==> src/rtl/arb_types_pkg.sv <==
// rtl/arb_types_pkg.sv - shared types and constants for the RAM arbiter
package arb_types_pkg;
   localparam int WORD_W = 32;
   // Core index width; the arbiter supports one or two cores.
   localparam int CORE_W = 1;

   typedef enum logic [1:0] {
      FREE   = 2'd0,
      BUSY   = 2'd1,
      ACCESS = 2'd2,
      ERROR  = 2'd3
   } ramstate_t;

   typedef enum logic {
      IDLE  = 1'b0,
      SERVE = 1'b1
   } arbstate_t;

   typedef enum logic [1:0] {
      ICH = 2'd0,
      DRD = 2'd1,
      DWR = 2'd2
   } chan_t;

   typedef struct packed {
      logic [CORE_W-1:0] core;
      chan_t             chan;
   } grant_t;
endpackage

==> src/rtl/arb_select.sv <==
// rtl/arb_select.sv - combinational request selector: first requesting core from rr_ptr, then dWEN > dREN > iREN
module arb_select
   import arb_types_pkg::*;
#(
   parameter int NCPU = 2
) (
   input  logic [NCPU-1:0]   iren,
   input  logic [NCPU-1:0]   dren,
   input  logic [NCPU-1:0]   dwen,
   input  logic [CORE_W-1:0] rr_ptr,
   output grant_t            grant,
   output logic              valid
);

   logic [CORE_W-1:0] c;

   always_comb begin
      valid = 1'b0;
      grant = '{core: '0, chan: ICH};
      c     = '0;
      for (int k = 0; k < NCPU; k++) begin
         c = CORE_W'((int'(rr_ptr) + k) % NCPU);
         if (!valid && (iren[c] || dren[c] || dwen[c])) begin
            valid      = 1'b1;
            grant.core = c;
            if (dwen[c])
               grant.chan = DWR;
            else if (dren[c])
               grant.chan = DRD;
            else
               grant.chan = ICH;
         end
      end
   end

endmodule

==> src/rtl/ram_arbiter.sv <==
// rtl/ram_arbiter.sv - shares one RAM port among per-core I/D cache channels; ARB_ROUND_ROBIN_EN enables core rotation
module ram_arbiter
   import arb_types_pkg::*;
#(
   parameter int NCPU   = 2,
   parameter int WORD_W = arb_types_pkg::WORD_W
) (
   input  logic                   CLK,
   input  logic                   nRST,
   input  logic [NCPU-1:0]        iREN,
   input  logic [NCPU*WORD_W-1:0] iaddr,
   output logic [NCPU-1:0]        iwait,
   output logic [NCPU*WORD_W-1:0] iload,
   input  logic [NCPU-1:0]        dREN,
   input  logic [NCPU-1:0]        dWEN,
   input  logic [NCPU*WORD_W-1:0] daddr,
   input  logic [NCPU*WORD_W-1:0] dstore,
   output logic [NCPU-1:0]        dwait,
   output logic [NCPU*WORD_W-1:0] dload,
   output logic                   ramREN,
   output logic                   ramWEN,
   output logic [WORD_W-1:0]      ramaddr,
   output logic [WORD_W-1:0]      ramstore,
   input  logic [WORD_W-1:0]      ramload,
   input  logic [1:0]             ramstate
);

   arbstate_t         state_q, state_d;
   grant_t            grant_q, sel_grant;
   logic              sel_valid;
   logic [CORE_W-1:0] rr_ptr;
   logic              req_live, serving, complete;
   ramstate_t         rstate;

   logic [WORD_W-1:0] iaddr_a  [NCPU];
   logic [WORD_W-1:0] daddr_a  [NCPU];
   logic [WORD_W-1:0] dstore_a [NCPU];
   logic [WORD_W-1:0] iload_q  [NCPU];
   logic [WORD_W-1:0] dload_q  [NCPU];

   always_comb begin
      for (int c = 0; c < NCPU; c++) begin
         iaddr_a[c]  = iaddr[c*WORD_W +: WORD_W];
         daddr_a[c]  = daddr[c*WORD_W +: WORD_W];
         dstore_a[c] = dstore[c*WORD_W +: WORD_W];
      end
   end

   arb_select #(.NCPU(NCPU)) u_select (
      .iren   (iREN),
      .dren   (dREN),
      .dwen   (dWEN),
      .rr_ptr (rr_ptr),
      .grant  (sel_grant),
      .valid  (sel_valid)
   );

   // The grant stays tied to the live request line; dropping it aborts the transaction.
   always_comb begin
      case (grant_q.chan)
         DWR:     req_live = dWEN[grant_q.core];
         DRD:     req_live = dREN[grant_q.core];
         default: req_live = iREN[grant_q.core];
      endcase
   end

   assign rstate   = ramstate_t'(ramstate);
   assign serving  = (state_q == SERVE) && req_live;
   assign complete = serving && (rstate == ACCESS);

`ifdef ARB_ROUND_ROBIN_EN
   logic [CORE_W-1:0] rr_q;

   always_ff @(posedge CLK) begin
      if (!nRST)
         rr_q <= '0;
      else if (complete)
         rr_q <= CORE_W'((int'(grant_q.core) + 1) % NCPU);
   end

   assign rr_ptr = rr_q;
`else
   assign rr_ptr = '0;
`endif

   always_ff @(posedge CLK) begin
      if (!nRST) begin
         state_q <= IDLE;
         grant_q <= '{core: '0, chan: ICH};
      end else begin
         state_q <= state_d;
         if (state_q == IDLE && sel_valid)
            grant_q <= sel_grant;
      end
   end

   // ERROR and abort both fall back to IDLE so the request is re-arbitrated.
   always_comb begin
      state_d = state_q;
      case (state_q)
         IDLE:    if (sel_valid) state_d = SERVE;
         SERVE:   if (!req_live || rstate == ACCESS || rstate == ERROR) state_d = IDLE;
         default: state_d = IDLE;
      endcase
   end

   always_ff @(posedge CLK) begin
      if (!nRST) begin
         for (int c = 0; c < NCPU; c++) begin
            iload_q[c] <= '0;
            dload_q[c] <= '0;
         end
      end else if (complete) begin
         if (grant_q.chan == ICH)
            iload_q[grant_q.core] <= ramload;
         else
            dload_q[grant_q.core] <= ramload;
      end
   end

   always_comb begin
      ramREN   = serving && (grant_q.chan != DWR);
      ramWEN   = serving && (grant_q.chan == DWR);
      ramaddr  = '0;
      ramstore = '0;
      if (state_q == SERVE) begin
         ramaddr = (grant_q.chan == ICH) ? iaddr_a[grant_q.core] : daddr_a[grant_q.core];
         if (grant_q.chan != ICH)
            ramstore = dstore_a[grant_q.core];
      end
      for (int c = 0; c < NCPU; c++) begin
         iwait[c] = !(complete && grant_q.core == CORE_W'(c) && grant_q.chan == ICH);
         dwait[c] = !(complete && grant_q.core == CORE_W'(c) && grant_q.chan != ICH);
         iload[c*WORD_W +: WORD_W] = !iwait[c] ? ramload : iload_q[c];
         dload[c*WORD_W +: WORD_W] = !dwait[c] ? ramload : dload_q[c];
      end
   end

endmodule

==> config.mk <==
export PLATFORM = sky130hd
export DESIGN_NAME = ram_arbiter
export DESIGN_NICKNAME = d
export VERILOG_FILES = /design/src/rtl/arb_types_pkg.sv /design/src/rtl/arb_select.sv /design/src/rtl/ram_arbiter.sv
export SDC_FILE = /design/constraint.sdc
export NUM_CORES = 1
export LEC_CHECK = 0
export BUFFER_PORTS_ARGS = -buffer_cell sky130_fd_sc_hd__buf_2
export CAP_MARGIN = 10
export CORE_AREA = 4 4 166 168
export CTS_BUF_LIST = sky130_fd_sc_hd__clkbuf_8 sky130_fd_sc_hd__clkbuf_16
export CTS_CLUSTER_SIZE = 25
export DETAILED_ROUTE_END_ITERATION = 12
export DIE_AREA = 0 0 170 172
export PLACE_DENSITY = 0.71
export SYNTH_ARGS = -nofsm -noshare
export SYNTH_HDL_FRONTEND = slang
export SYNTH_SLANG_ARGS = --single-unit
export TNS_END_PERCENT = 50
==> constraint.sdc <==
create_clock -name CLK -period 3.55 [get_ports CLK]
set_input_delay 1.065 -clock CLK [delete_from_list [all_inputs] [get_ports CLK]]
set_output_delay 1.065 -clock CLK [all_outputs]
set_load 0.05 [all_outputs]
Yosys cells after proc, flatten, opt, wreduce, memory -nomap -nowiden

Memory sizes are Yosys's and may differ from the RTL's.
Cells that the tools add are included.

Multiplexer cells: 50
Shifts and indexed selects: 0
Divide/modulo/power cells: 0
Magnitude comparators: 2
Reduce and logical (&&, ||, !) cells: 28
Multipliers: 0
Add/subtract/negate cells: 0
Bitwise operators: 3
Eq/ne operators: 5

Operators by type and width:

| cell                                                | count |
|---|---|
| two-way mux 32 bit                                  | 19 |
| OR reduction 32 bit                                 | 2 |
| two-way mux 1 bit                                   | 25 |
| logical AND 1 bit                                   | 12 |
| equality test 2 bit, second input constant          | 3 |
| logical NOT 1 bit                                   | 6 |
| logical OR 1 bit                                    | 6 |
| two-way mux 2 bit                                   | 3 |
| case mux 1 bit (2 select lines)                     | 2 |
| two-way mux 3 bit                                   | 1 |
| equality test 2 x 1 -> 1 bit, second input constant | 1 |
| >= comparator 2 bit, second input constant          | 1 |
| logical NOT 2 bit                                   | 1 |
| < comparator 1 x 2 -> 1 bit, second input constant  | 1 |
| inequality test 2 bit, second input constant        | 1 |
| NOT 1 bit                                           | 2 |
| NOT 1 -> 2 bit                                      | 1 |
| nonzero test 2 bit                                  | 1 |

Output and inout bits: 198
Memory bits (writable): 128
Logic and storage cells: 93
Memories kept: 2
Bits in read-only memories: 0
Bits in latches: 0
Flip-flop bits (word level): 4

Memory list:

| name    | words | bits a word | rd ports | clocked after memory_dff | write ports | RTL line          | text |
|---|---|---|---|---|---|---|---|
| dload_q | 2     | 32          | 2        | 0                        | 2           | ram_arbiter.sv:39 | `logic [WORD_W-1:0] dload_q [NCPU];` |
| iload_q | 2     | 32          | 2        | 0                        | 2           | ram_arbiter.sv:38 | `logic [WORD_W-1:0] iload_q [NCPU];` |

Logic depth before layout (Yosys ltp)

Depth after elaboration: 10
Gate-level depth with buffers: 9
Depth with buffers taken out: 6

Hierarchy

Synthesis repeated with hierarchy kept, for this count alone.

Cells, all modules: 649
Area, all modules: 7992.7 sq um

Modules (own cells, without submodules):

| module      | times used | seq. area each (sq um) | cells an instance | area each (sq um) |
|---|---|---|---|---|
| ram_arbiter | 1          | 3923.8                 | 636               | 7901.3 |
| arb_select  | 1          | 0.0                    | 13                | 91.3 |

Least setup slack after synthesis

OpenSTA, ideal clock, no wires.

Path kind: input port to output port
Start: in iREN[0]
End: out iload[60]
Setup slack: -403 ps
Stages on the path: 6
Arrival: 2888 ps
Cells stage by stage: mux2_4 a222oi_1 or3_1 buf_4 buf_6 mux2_1

Longest elaborated chain between the ends: 8

Ends and longest elaborated chain:

| item                                                 | RTL line           | text |
|---|---|---|
| start: declaration                                   | ram_arbiter.sv:10  | `input logic [NCPU-1:0] iREN,` |
| two-way mux 1 bit (not written as such) (2 in a row) | ram_arbiter.sv:63  | `default: req_live = iREN[grant_q.core];` |
| case mux 1 bit (2 select lines)                      | ram_arbiter.sv:60  | `case (grant_q.chan)` |
| logical AND 1 bit                                    | ram_arbiter.sv:68  | `assign serving = (state_q == SERVE) && req_live;` |
| logical AND 1 bit                                    | ram_arbiter.sv:69  | `assign complete = serving && (rstate == ACCESS);` |
| logical AND 1 bit (2 in a row)                       | ram_arbiter.sv:132 | `iwait[c] = !(complete && grant_q.core == CORE_W'(c) && grant_q.chan == ICH);` |
| two-way mux 32 bit                                   | ram_arbiter.sv:134 | `iload[c*WORD_W +: WORD_W] = !iwait[c] ? ramload : iload_q[c];` |
| end: declaration                                     | ram_arbiter.sv:13  | `output logic [NCPU*WORD_W-1:0] iload,` |

No other way between the ends. The select of a mux whose other input is x is not followed.

Final worst setup path

Start: in iREN[0]
End: out dload[31]

Longest elaborated chain between the ends: 8

Ends and longest elaborated chain:

| item                                                 | RTL line           | text |
|---|---|---|
| two-way mux 1 bit (not written as such) (2 in a row) | ram_arbiter.sv:63  |  |
| case mux 1 bit (2 select lines)                      | ram_arbiter.sv:60  |  |
| logical AND 1 bit                                    | ram_arbiter.sv:68  |  |
| logical AND 1 bit                                    | ram_arbiter.sv:69  |  |
| logical AND 1 bit (2 in a row)                       | ram_arbiter.sv:133 | `dwait[c] = !(complete && grant_q.core == CORE_W'(c) && grant_q.chan != ICH);` |
| two-way mux 32 bit                                   | ram_arbiter.sv:135 | `dload[c*WORD_W +: WORD_W] = !dwait[c] ? ramload : dload_q[c];` |
| end: declaration                                     | ram_arbiter.sv:19  | `output logic [NCPU*WORD_W-1:0] dload,` |

No other way between the ends. The select of a mux whose other input is x is not followed.

==> run summary <==
ROUTING
-----------------------------------------------------------------------------------------------------
Initial DRC Count                                                                                 625
DR vias/cell                                                                                     4.94
Pre-Repair DR Iteration Count                                                                       5
Wire length after detailed routing                                                            32.8 mm
Residual DRC count                                                                                  0
Post-DRT Antenna Nets                                                                               0
Via total after detailed routing                                                                7,306
Post-detailed-route wirelength per cell                                                       22.2 µm

POWER
-----------------------------------------------------------------------------------------------------
Share of total power in combinational logic                                                     26.9%
Net switching power                                                                           1.58 mW
Share of total power consumed by net switching                                                  31.5%
Clock power share                                                                               37.2%
Internal power of the cells                                                                   3.43 mW
Relative contribution of sequential cells to total power                                        35.9%
Power per unit of standard cell area                                                       381 mW/mm²
IR Drop Worst-Case VDD                                                                       0.277 mV
LEAKAGE                                                                                       6.14 nW

LAYOUT
-----------------------------------------------------------------------------------------------------
Post-layout nets                                                                                1,365
Fraction of layout instances using a drive strength above 1                                     64.1%
Area Overhead vs Synth                                                                          65.4%
Filler cell count in the final layout                                                           2,177
Commonest non-fill, non-tap cells in the layout                                          294 x buf_2, 166 x nor2_1, 128 x edfxtp_1
Layout Cells excl Fill                                                                          1,479
Area of the multi-input gates                                                             0.00410 mm²
Storage element area                                                                      0.00393 mm²
Most frequent standard cell in the layout excluding fill and tap cells                          buf_2

STA
-----------------------------------------------------------------------------------------------------
Worst Slack Setup Final                                                                     -0.435 ns
Final setup TNS                                                                             -50.15 ns
Post-route clock period utilization                                                              112%
Worst-margin pin slew                                                                        0.600 ns
Unrepaired setup endpoints after global routing                                                  true
Max Clock Skew                                                                              0.0121 ns
Relative slew slack                                                                             60.0%
Highest achievable clock rate                                                               0.251 GHz
Total of endpoints with negative setup slack in the final report                                  132
Shortest period the worst path allows                                                         3.98 ns
Count of endpoints failing hold in the final timing report                                          0
Max-slew violation count                                                                            0

CTS
-----------------------------------------------------------------------------------------------------
Number of levels in the clock H-tree                                                                4
Clock transition at the registers of the reported paths                                       0.07 ns
Maximum buffer depth of the clock tree                                                              2
Number of buffers inserted by hold repair at cts                                                    0
Total clock buffers created by CTS                                                                 17
Source-to-sink clock delay at the later pin of the worst-skew pair                            0.42 ns
Number of sinks handled by clock tree synthesis                                                   132
Clock tree from TritonCTS                                                                        done
Clock root buffer                                                                           clkbuf_16

SYNTH
-----------------------------------------------------------------------------------------------------
Share of synthesized cell area in and, or, nand and nor gates                                   13.3%
Main combinational cell family by area after synthesis                                   multiplexers
Xor/xnor cell area share of the yosys netlist                                                      0%
Sequential fraction of the synthesis area                                                       49.5%
Synthesized flop and latch total                                                                  132
Mean cell area of the mapped netlist                                                         12.4 µm²
Net count of the mapped netlist                                                                   878
Number of synthesis warnings                                                                        0
Number of instances in the synthesized netlist                                                    641
Synth Cell Area                                                                           0.00793 mm²
Post-synthesis compound-gate area fraction                                                     0.868%
Number of distinct library cell variants in the gate-level netlist after synthesis                 30
Mux share of post-synthesis cell area                                                           31.8%
Post-synthesis share of cell area spent on full adders, half adders and majority gates         0.473%

PLACEMENT
-----------------------------------------------------------------------------------------------------
Final GP Congestion                                                                             0.904
IO buf count                                                                                      431
Post-placement cell count                                                                       1,406
Dpl hpwl                                                                                      23.2 mm
Minimum setup slack after placement                                                         -0.455 ns

GLOBAL ROUTING
-----------------------------------------------------------------------------------------------------
Initial antenna violation count                                                                     7
Total congestion overflow                                                                           0
Global-route total usage across every layer                                                     20.1%
Number of global-route vias before repair                                                       7,320
Pin count of the biggest net entering global routing                                               34
First-pass GRT wire length                                                                    44.5 mm

SETUP PATH
-----------------------------------------------------------------------------------------------------
CP Data Arrival Time                                                                          2.92 ns
Category of the worst setup path launch point                                            primary input
Endpoint class of the critical path                                                        output pin
Peak fanout along the critical path                                                                11
Data required time of the critical path                                                       2.48 ns
Crit Path Class                                                                                in2out

DIE
-----------------------------------------------------------------------------------------------------
Starting Density                                                                                30.6%
Total I/O pin count                                                                               432
Width of the chip                                                                              170 µm
Floorplan die height                                                                           172 µm
Die ar.                                                                                    0.0292 mm²
Core ar.                                                                                   0.0259 mm²
Number of core rows                                                                                59

JOB
-----------------------------------------------------------------------------------------------------
Total of max-cap violations                                                                         0

STATUS
-----------------------------------------------------------------------------------------------------
Run status                                                                               finished, violations left
Failing checks                                                                           negative setup slack

HOLD PATH
-----------------------------------------------------------------------------------------------------
Hold Path Class                                                                               reg2reg

## registers in the layout (all words and copies together), names as in the netlist
register / flops
grant_q: 3
dload_q: 64
iload_q: 64
state_q: 1
## routing by layer
metal / global-route usage (%) / wire [µm] / part of all wire (%) / up-vias
li1: - / - / - / 3297
met1: 27.0 / 13400 / 41 / 3556
met2: 31.1 / 15300 / 47 / 400
met3: 7.41 / 3440 / 10 / 45
met4: 4.93 / 616 / 1.9 / 8
met5: 0 / 64 / 0.19 / -
## critical path, stage by stage
cell,delay (ns)
buf_6,0.09
mux2_4,0.27
a222oi_1,0.35
buf_4,0.21
or4_4,0.23
buf_12,0.17
mux2_2,0.36
buf_8,0.16
## Yosys cell counts, drive strengths merged
cell type  count  area, µm²
nor2         166        623
mux2         131       1480
edfxtp       128       3840
nand2         38        143
buf           33        250
and2          32        200
mux2i         32        320
mux4          32        721
clkbuf        18       67.6
dfxtp          4       80.1
a21oi          3       15.0
ha             3       37.5
and3           2       12.5
inv            2       7.51
nand2b         2       12.5
nor2b          2       12.5
nor3           2       10.0
o21a           2       15.0
or4b           2       20.0
a222oi         1       10.0
a22oi          1       7.51
nor3b          1       7.51
o211a          1       10.0
o221a          1       11.3
or3            1       6.26
or4            1       7.51
## power groups by stage
stage / registers (mW) / clock network [mW] / logic (mW)
global placement: 1.82 / 0 / 1.17
finish: 1.79 / 1.86 / 1.35
CTS: 1.79 / 1.89 / 1.31
floorplan: 1.81 / 0 / 0.794
global route: 1.80 / 1.95 / 1.41
detailed placement: 1.82 / 0 / 1.18
## final timing paths
check                                start  depth (start not counted)        endpoint  slack, ns
worst max-delay path               iREN[0]                          8       dload[31]      -0.43
worst min-delay path            grant_q[1]                          2      grant_q[1]       0.62
worst max register to register  grant_q[1]                         10  iload_q[1][12]       0.76
worst min register to register  grant_q[1]                          2      grant_q[1]       0.62
## cells by family (layout without fill, tap and decap cells)
kind of cell	Yosys count	in the layout
adder cells (fa/ha/maj)	3	3
AO/OA/AOI/OAI	9	9
buffers and inverters	53	553
flip-flops	132	132
other	0	3
multiplexers	195	195
AND/OR/NAND/NOR	249	249
## repair_timing
item,in CTS,in global routing
gates resized for setup,290,60
setup buffers,25,10
setup endpoints to repair,152,153
gates cloned,2,3
pin swaps,5,0
## through the flow
stage / hold WS, ns / power, mW / utilization [%] / instance area, µm²
finish: 0.618 / 5.00 / 50.6 / 13100
global route: 0.645 / 5.16 / 50.6 / 13100
CTS: 0.617 / 4.99 / 49.4 / 12800
detailed placement: 0.602 / 3.00 / 42.4 / 11000
global placement: 0.585 / 3.00 / 42.4 / 11000
floorplan: 0.497 / 2.60 / - / 8140
## layout make-up
type | count | share of cell area [%]
antenna | 3 | 0.0572
clock buffer | 17 | 3.24
clock inverter | 15 | 1.50
inverter | 2 | 0.0572
multi-input combinational | 456 | 31.3
sequential | 132 | 30.0
tap | 335 | 3.19
timing repair buffer | 519 | 30.7
Power figures use the tool's default switching activity.
